[config.mk]
export PLATFORM = sky130hd
export DESIGN_NAME = clock_op_scheduler_flat
export DESIGN_NICKNAME = d
export VERILOG_FILES = /design/src/rtl/clock_op_scheduler_if.sv /design/src/rtl/clock_op_scheduler.sv /design/src/flat_wrapper.sv
export SDC_FILE = /design/constraint.sdc
export NUM_CORES = 1
export LEC_CHECK = 0
export CAP_MARGIN = 20
export CORE_ASPECT_RATIO = 1.1
export CORE_MARGIN = 2
export CORE_UTILIZATION = 45
export DETAILED_ROUTE_END_ITERATION = 8
export SLEW_MARGIN = 20
export SYNTH_ARGS = -nofsm -noshare
export SYNTH_HDL_FRONTEND = slang
export SYNTH_SLANG_ARGS = --single-unit
export TNS_END_PERCENT = 50
[constraint.sdc]
create_clock -name clk -period 8.7 [get_ports clk]
set_input_delay 1.74 -clock clk [delete_from_list [all_inputs] [get_ports clk]]
set_output_delay 1.74 -clock clk [all_outputs]
set_load 0.02 [all_outputs]
[src/rtl/clock_op_scheduler_if.sv]
// Button inputs and operation-stream outputs of clock_op_scheduler.
// master drives the raw keys and observes the operation stream; slave is the scheduler side.
interface clock_op_scheduler_if;
    logic       btn_min;
    logic       btn_sec;
    logic       btn_clr;
    logic [1:0] operation;
    logic       op_strobe;
    logic [1:0] held_key;
    logic       repeat_active;

    modport master (
        output btn_min, btn_sec, btn_clr,
        input  operation, op_strobe, held_key, repeat_active
    );

    modport slave (
        input  btn_min, btn_sec, btn_clr,
        output operation, op_strobe, held_key, repeat_active
    );
endinterface

[src/rtl/clock_op_scheduler.sv]
// Raw keys -> sync + debounce -> priority FSM -> one-cycle operation strobes, with minute auto-repeat.
// Latency: DEBOUNCE_CYCLES+3 edges from the raw key to op_strobe; no backpressure, events are never queued.
module clock_op_scheduler #(
    parameter int DEBOUNCE_CYCLES = 500000,
    parameter int REPEAT_DELAY    = 25000000,
    parameter int REPEAT_PERIOD   = 5000000
) (
    input  logic                  clk,
    input  logic                  rst,
    clock_op_scheduler_if.slave   bus
);

    localparam logic [1:0] OP_NONE = 2'b00;
    localparam logic [1:0] OP_MIN  = 2'b10;
    localparam logic [1:0] OP_SEC  = 2'b01;
    localparam logic [1:0] OP_CLR  = 2'b11;

    localparam int DW   = $clog2(DEBOUNCE_CYCLES) + 1;
    localparam int RMAX = (REPEAT_DELAY > REPEAT_PERIOD) ? REPEAT_DELAY : REPEAT_PERIOD;
    localparam int RW   = $clog2(RMAX) + 1;

    localparam logic [DW-1:0] DB_LAST = DW'(DEBOUNCE_CYCLES - 1);
    localparam logic [RW-1:0] R_DELAY = RW'(REPEAT_DELAY);
    localparam logic [RW-1:0] R_PER   = RW'(REPEAT_PERIOD);

    typedef enum logic [1:0] {IDLE, ISSUE, HOLD, WAIT_REL} state_t;

    // Key index: 0 = min, 1 = sec, 2 = clr.
    logic [2:0]    raw;
    logic [2:0]    sync1_q, sync2_q;
    logic [2:0]    deb_q, deb_d, deb_prev_q;
    logic [DW-1:0] db_cnt_q [3];
    logic [DW-1:0] db_cnt_d [3];
    logic [2:0]    press;
    logic [1:0]    win;

    state_t        state_q, state_d;
    logic [1:0]    code_q, code_d;
    logic          rpt_q, rpt_d;
    logic [RW-1:0] rcnt_q, rcnt_d;

    logic [1:0]    operation_q, operation_d;
    logic          strobe_q, strobe_d;
    logic [1:0]    held_q, held_d;
    logic          ract_q, ract_d;

    assign raw = {bus.btn_clr, bus.btn_sec, bus.btn_min};

    function automatic logic [1:0] rank(input logic [1:0] code);
        case (code)
            OP_CLR:  rank = 2'd3;
            OP_SEC:  rank = 2'd2;
            OP_MIN:  rank = 2'd1;
            default: rank = 2'd0;
        endcase
    endfunction

    // Debounced state flips only after DEBOUNCE_CYCLES consecutive disagreeing cycles.
    always_comb begin
        deb_d = deb_q;
        for (int k = 0; k < 3; k++) begin
            db_cnt_d[k] = '0;
            if (sync2_q[k] != deb_q[k]) begin
                if (db_cnt_q[k] >= DB_LAST) begin
                    deb_d[k] = sync2_q[k];
                end else begin
                    db_cnt_d[k] = db_cnt_q[k] + DW'(1);
                end
            end
        end
    end

    always_ff @(posedge clk or posedge rst) begin
        if (rst) begin
            sync1_q    <= '0;
            sync2_q    <= '0;
            deb_q      <= '0;
            deb_prev_q <= '0;
            for (int k = 0; k < 3; k++) db_cnt_q[k] <= '0;
        end else begin
            sync1_q    <= raw;
            sync2_q    <= sync1_q;
            deb_q      <= deb_d;
            deb_prev_q <= deb_q;
            for (int k = 0; k < 3; k++) db_cnt_q[k] <= db_cnt_d[k];
        end
    end

    assign press = deb_q & ~deb_prev_q;

    always_comb begin
        if (press[2])      win = OP_CLR;
        else if (press[1]) win = OP_SEC;
        else if (press[0]) win = OP_MIN;
        else               win = OP_NONE;
    end

    always_ff @(posedge clk or posedge rst) begin
        if (rst) begin
            state_q <= IDLE;
            code_q  <= OP_NONE;
            rpt_q   <= 1'b0;
            rcnt_q  <= '0;
        end else begin
            state_q <= state_d;
            code_q  <= code_d;
            rpt_q   <= rpt_d;
            rcnt_q  <= rcnt_d;
        end
    end

    always_comb begin
        state_d = state_q;
        code_d  = code_q;
        rpt_d   = rpt_q;
        rcnt_d  = rcnt_q;
        case (state_q)
            IDLE: begin
                if (win != OP_NONE) begin
                    state_d = ISSUE;
                    code_d  = win;
                    rpt_d   = 1'b0;
                end
            end
            ISSUE: begin
                if (code_q == OP_MIN) begin
                    state_d = HOLD;
                    rcnt_d  = rpt_q ? R_PER : R_DELAY;
                end else begin
                    state_d = WAIT_REL;
                end
            end
            HOLD: begin
                if (press[2] || press[1]) begin
                    state_d = ISSUE;
                    code_d  = win;
                    rpt_d   = 1'b0;
                end else if (!deb_q[0]) begin
                    state_d = IDLE;
                    code_d  = OP_NONE;
                end else if (rcnt_q <= RW'(1)) begin
                    // Counter hits zero this cycle: fire the auto-repeat.
                    state_d = ISSUE;
                    rcnt_d  = '0;
                    rpt_d   = 1'b1;
                end else begin
                    rcnt_d  = rcnt_q - RW'(1);
                end
            end
            WAIT_REL: begin
                if (rank(win) > rank(code_q)) begin
                    state_d = ISSUE;
                    code_d  = win;
                    rpt_d   = 1'b0;
                end else if (deb_q == 3'b000) begin
                    state_d = IDLE;
                    code_d  = OP_NONE;
                end
            end
            default: begin
                state_d = IDLE;
                code_d  = OP_NONE;
            end
        endcase
    end

    // Outputs are decoded from next state so the registered values line up with the state.
    always_comb begin
        operation_d = (state_d == ISSUE) ? code_d : OP_NONE;
        strobe_d    = (state_d == ISSUE);
        held_d      = (state_d == IDLE) ? OP_NONE : code_d;
        ract_d      = (state_d == HOLD);
    end

    always_ff @(posedge clk or posedge rst) begin
        if (rst) begin
            operation_q <= OP_NONE;
            strobe_q    <= 1'b0;
            held_q      <= OP_NONE;
            ract_q      <= 1'b0;
        end else begin
            operation_q <= operation_d;
            strobe_q    <= strobe_d;
            held_q      <= held_d;
            ract_q      <= ract_d;
        end
    end

    assign bus.operation     = operation_q;
    assign bus.op_strobe     = strobe_q;
    assign bus.held_key      = held_q;
    assign bus.repeat_active = ract_q;

endmodule

[src/flat_wrapper.sv]
// flat-port wrapper written by rule: the top's interface ports become plain ports
module clock_op_scheduler_flat 
#(
    parameter int DEBOUNCE_CYCLES = 500000,
    parameter int REPEAT_DELAY    = 25000000,
    parameter int REPEAT_PERIOD   = 5000000
)
  (clk, rst, bus_btn_min, bus_btn_sec, bus_btn_clr, bus_operation, bus_op_strobe, bus_held_key, bus_repeat_active);
  clock_op_scheduler_if bus_i ();
  input  logic clk;
  input  logic rst;
  input wire logic [$bits(bus_i.btn_min)-1:0] bus_btn_min;
  input wire logic [$bits(bus_i.btn_sec)-1:0] bus_btn_sec;
  input wire logic [$bits(bus_i.btn_clr)-1:0] bus_btn_clr;
  output wire logic [$bits(bus_i.operation)-1:0] bus_operation;
  output wire logic [$bits(bus_i.op_strobe)-1:0] bus_op_strobe;
  output wire logic [$bits(bus_i.held_key)-1:0] bus_held_key;
  output wire logic [$bits(bus_i.repeat_active)-1:0] bus_repeat_active;
  assign bus_i.btn_min = bus_btn_min;
  assign bus_i.btn_sec = bus_btn_sec;
  assign bus_i.btn_clr = bus_btn_clr;
  assign bus_operation = bus_i.operation;
  assign bus_op_strobe = bus_i.op_strobe;
  assign bus_held_key = bus_i.held_key;
  assign bus_repeat_active = bus_i.repeat_active;
  clock_op_scheduler #(.DEBOUNCE_CYCLES(DEBOUNCE_CYCLES), .REPEAT_DELAY(REPEAT_DELAY), .REPEAT_PERIOD(REPEAT_PERIOD)) u_core (.clk(clk), .rst(rst), .bus(bus_i));
endmodule
==> flow_metrics.env <==
export IMPL_status="finished clean"
export IMPL_coreArea_mm2=0.0119
export IMPL_vias=4040
export IMPL_worst_hold_slack_ns=0.357
export IMPL_max_freq_mhz=301
export IMPL_grtUsageMet1=0.246
export IMPL_avgSynthCellArea_um2=9.73
export IMPL_hold_viol=0
export IMPL_grt_max_degree=86
export IMPL_yosysMostFrequentCell="dfrtp_1"
export IMPL_synth_async_reset_ratio=1.00
export IMPL_num_fill_cells=1100
export IMPL_yosys_top_cells_area="dfrtp_1 50%, nor2_1 5.8%, xnor2_1 4.2%, xor2_1 4.0%, nand3_1 2.6%"
export IMPL_clkLatencyLatePin_ns=0.35
export IMPL_r2r_slack_ns=5.38
export IMPL_ys_ff_latch=109
export IMPL_drt_iter0_drc=232
export IMPL_cts_buffers_inserted=9
export IMPL_layout_drive_gt1_share=0.0547
export IMPL_setup_tns_ns=0
export IMPL_synth_ff_type="dfrtp_1"
export IMPL_timing_rr_start="u_core.state_q[0]"
export IMPL_ir_drop_mv=0.120
export IMPL_busiest_layer="met2"
export IMPL_grt_pass1_wl_um=18400
export IMPL_path_cells="nor2b_1 > nand4_1 > o21ai_1 > buf_4 > o21ai_0 > a22o_1"
export IMPL_ys_top_cells_by_count="109 x dfrtp_1, 84 x nor2_1, 32 x nand2_1"
export IMPL_cts_setup_buffers=0
export IMPL_powerDensity_mw_per_mm2=245
export IMPL_clock_sinks=109
export IMPL_gp_congestion=0.827
export IMPL_drv_max_cap_violation_count=0
export IMPL_dieHeight_um=119
export IMPL_min_to="u_core.sync2_q[2]"
export IMPL_gr_total_overflow=0
export IMPL_syn_area_mm2=0.00542
export IMPL_cp_max_fo=16
export IMPL_first_global_vias=3866
export IMPL_min_from="u_core.sync1_q[2]"
export IMPL_wire_per_inst_um=14.4
export IMPL_ys_warn_count=0
export IMPL_hold_depth=0
export IMPL_postCtsHoldBufs=0
export IMPL_vias_per_cell=5.60
export IMPL_arrival_ns=3.56
export IMPL_synth_seq_area_share=0.503
export IMPL_p_leak_nw=2.33
export IMPL_dpl_cell_count=707
export IMPL_fin_crit_ns=3.32
export IMPL_netlist_area_leader_share=0.503
export IMPL_critPathSlowestCell="nor2b_1"
export IMPL_diodes=0
export IMPL_layout_nets=576
export IMPL_htree_num_levels=3
export IMPL_synthCells=557
export IMPL_met3_usage=0.0296
export IMPL_ctsLongestPathBuffers=2
export IMPL_yosysTopAreaCell="dfrtp_1"
export IMPL_met2_usage=0.278
export IMPL_io_buffers=10
export IMPL_cts_tree="yes"
export IMPL_grt_antenna_before_repair=0
export IMPL_dp_final_hpwl_um=7040
export IMPL_slew_limit_headroom=0.432
export IMPL_die_w_um=109
export IMPL_clk_pin_slew_ns=0.07
export IMPL_cts_root_buf="clkbuf_16"
export IMPL_period_share=0.382
export IMPL_placed_area_mm2=0.00565
export IMPL_worst_path_largest_cell_delay_ns=0.68
export IMPL_holdCritPathClass="reg2reg"
export IMPL_synth_distinct_cells=56
export IMPL_io_pins=11
export IMPL_die_area_mm2=0.0129
export IMPL_drv_slew=0
export IMPL_crit_type="reg2reg"
export IMPL_cts_resized=0
export IMPL_std_cell_rows=42
export IMPL_reg2regPathDepth=6
export IMPL_first_pass_iters=4
export IMPL_stdcell_area_mm2=0.00591
export IMPL_crit_required_ns=8.93
export IMPL_ant_nets=0
export IMPL_grt_total_usage=0.178
export IMPL_postLayoutCoreUtil=0.498
export IMPL_fin_skew_ns=0.00920
export IMPL_routed_wl_um=10400
export IMPL_initial_utilization=0.456
export IMPL_worstMarginPinSlew_ns=0.847
export IMPL_endpoint_kind="flip-flop"
export IMPL_stdcell_count=721
export IMPL_synth_edf_count=0
export IMPL_r2r_end="u_core.rcnt_q[23]"
export IMPL_setup_viol=0
export IMPL_rsz0062_at_grt="false"
export IMPL_drc=0
export IMPL_cp_start_kind="flip-flop"
export IMPL_syn_to_final_growth_pct=9.05
==> per-stage QoR <==
stage               power [mW]  setup WS [ns]
floorplan                0.978           4.09
global placement          1.07           5.18
detailed placement        1.08           5.15
CTS                       1.46           5.40
global route              1.55           5.08
finish                    1.45           5.38
==> worst max path at each step <==
stage,endpoint,startpoint,depth (start not counted)
global placement,u_core.db_cnt_q[15],rst,3
CTS,u_core.rcnt_q[23],u_core.state_q[0],6
global route,u_core.rcnt_q[25],u_core.state_q[0],6
detailed placement,u_core.db_cnt_q[16],rst,3
floorplan,u_core.bus.held_key[0],rst,1
finish,u_core.rcnt_q[23],u_core.state_q[0],6
==> report_power, final <==
group / switching, mW / internal (mW) / total, mW
Sequential: 0.0667 / 0.569 / 0.635
Combinational: 0.260 / 0.179 / 0.439
Clock: 0.180 / 0.192 / 0.372
==> critical path, delay by kind of cell, from the launching register on <==
family | cells | cell delay (ns)
flip-flops | 1 | 0.52
AND/OR/NAND/NOR | 2 | 1.27
AO/OA/AOI/OAI | 3 | 1.07
buffers and inverters | 1 | 0.34
==> registers in the layout, summed over array words and instances (netlist names) <==
| signal | count |
|---|---|
| u_core.db_cnt_q | 60 |
| u_core.rcnt_q | 26 |
| u_core.deb_prev_q | 3 |
| u_core.deb_q | 3 |
| u_core.sync1_q | 3 |
| u_core.sync2_q | 3 |
| u_core.bus.held_key | 2 |
| u_core.bus.operation | 2 |
| u_core.code_q | 2 |
| u_core.state_q | 2 |
| u_core.bus.op_strobe | 1 |
| u_core.bus.repeat_active | 1 |
| u_core.rpt_q | 1 |
==> cells in the final DEF (no fill, tap or decap), types with 4 or more instances in the layout <==
cell             count
a211oi_1             4
a21oi_1             21
a22o_1              10
a31oi_1              6
and3_1              10
and4_1               6
clkbuf_16            9
clkdlybuf4s50_1     10
dfrtp_1            109
ha_1                 7
inv_1               16
nand2_1             32
nand3_1             28
nand4_1             12
nor2_1              84
nor2b_1              7
nor3_1              26
nor4_1              16
o21a_1               9
o21ai_0             23
o22a_1              10
o41ai_1              4
or3_1                7
xnor2_1             26
xor2_1              25
==> cells by family after synthesis <==
| group | synth area share |
|---|---|
| mux | 0.00600 |
| flops | 0.503 |
| other cells | 0.000692 |
| simple gates | 0.223 |
| compound gates | 0.139 |
| xor+xnor | 0.0824 |
| fa+ha+maj | 0.0162 |
| buf+inv | 0.0300 |
==> per-layer routing <==
layer  part of all wire  routed length [µm]
met1               0.47                4910
met2               0.48                4970
met3              0.028                 291
met4              0.021                 219
met5                  0                   0
==> final cells by class <==
type | instances | area [µm²] | area share
inverter | 18 | 70.1 | 0.0119
tap | 154 | 193 | 0.0326
clock buffer | 11 | 233 | 0.0394
multi-input combinational | 413 | 2540 | 0.429
sequential | 109 | 2730 | 0.462
clock inverter | 3 | 23.8 | 0.00402
timing repair buffer | 13 | 126 | 0.0214
Note: power is estimated with default switching activity, not from simulation.
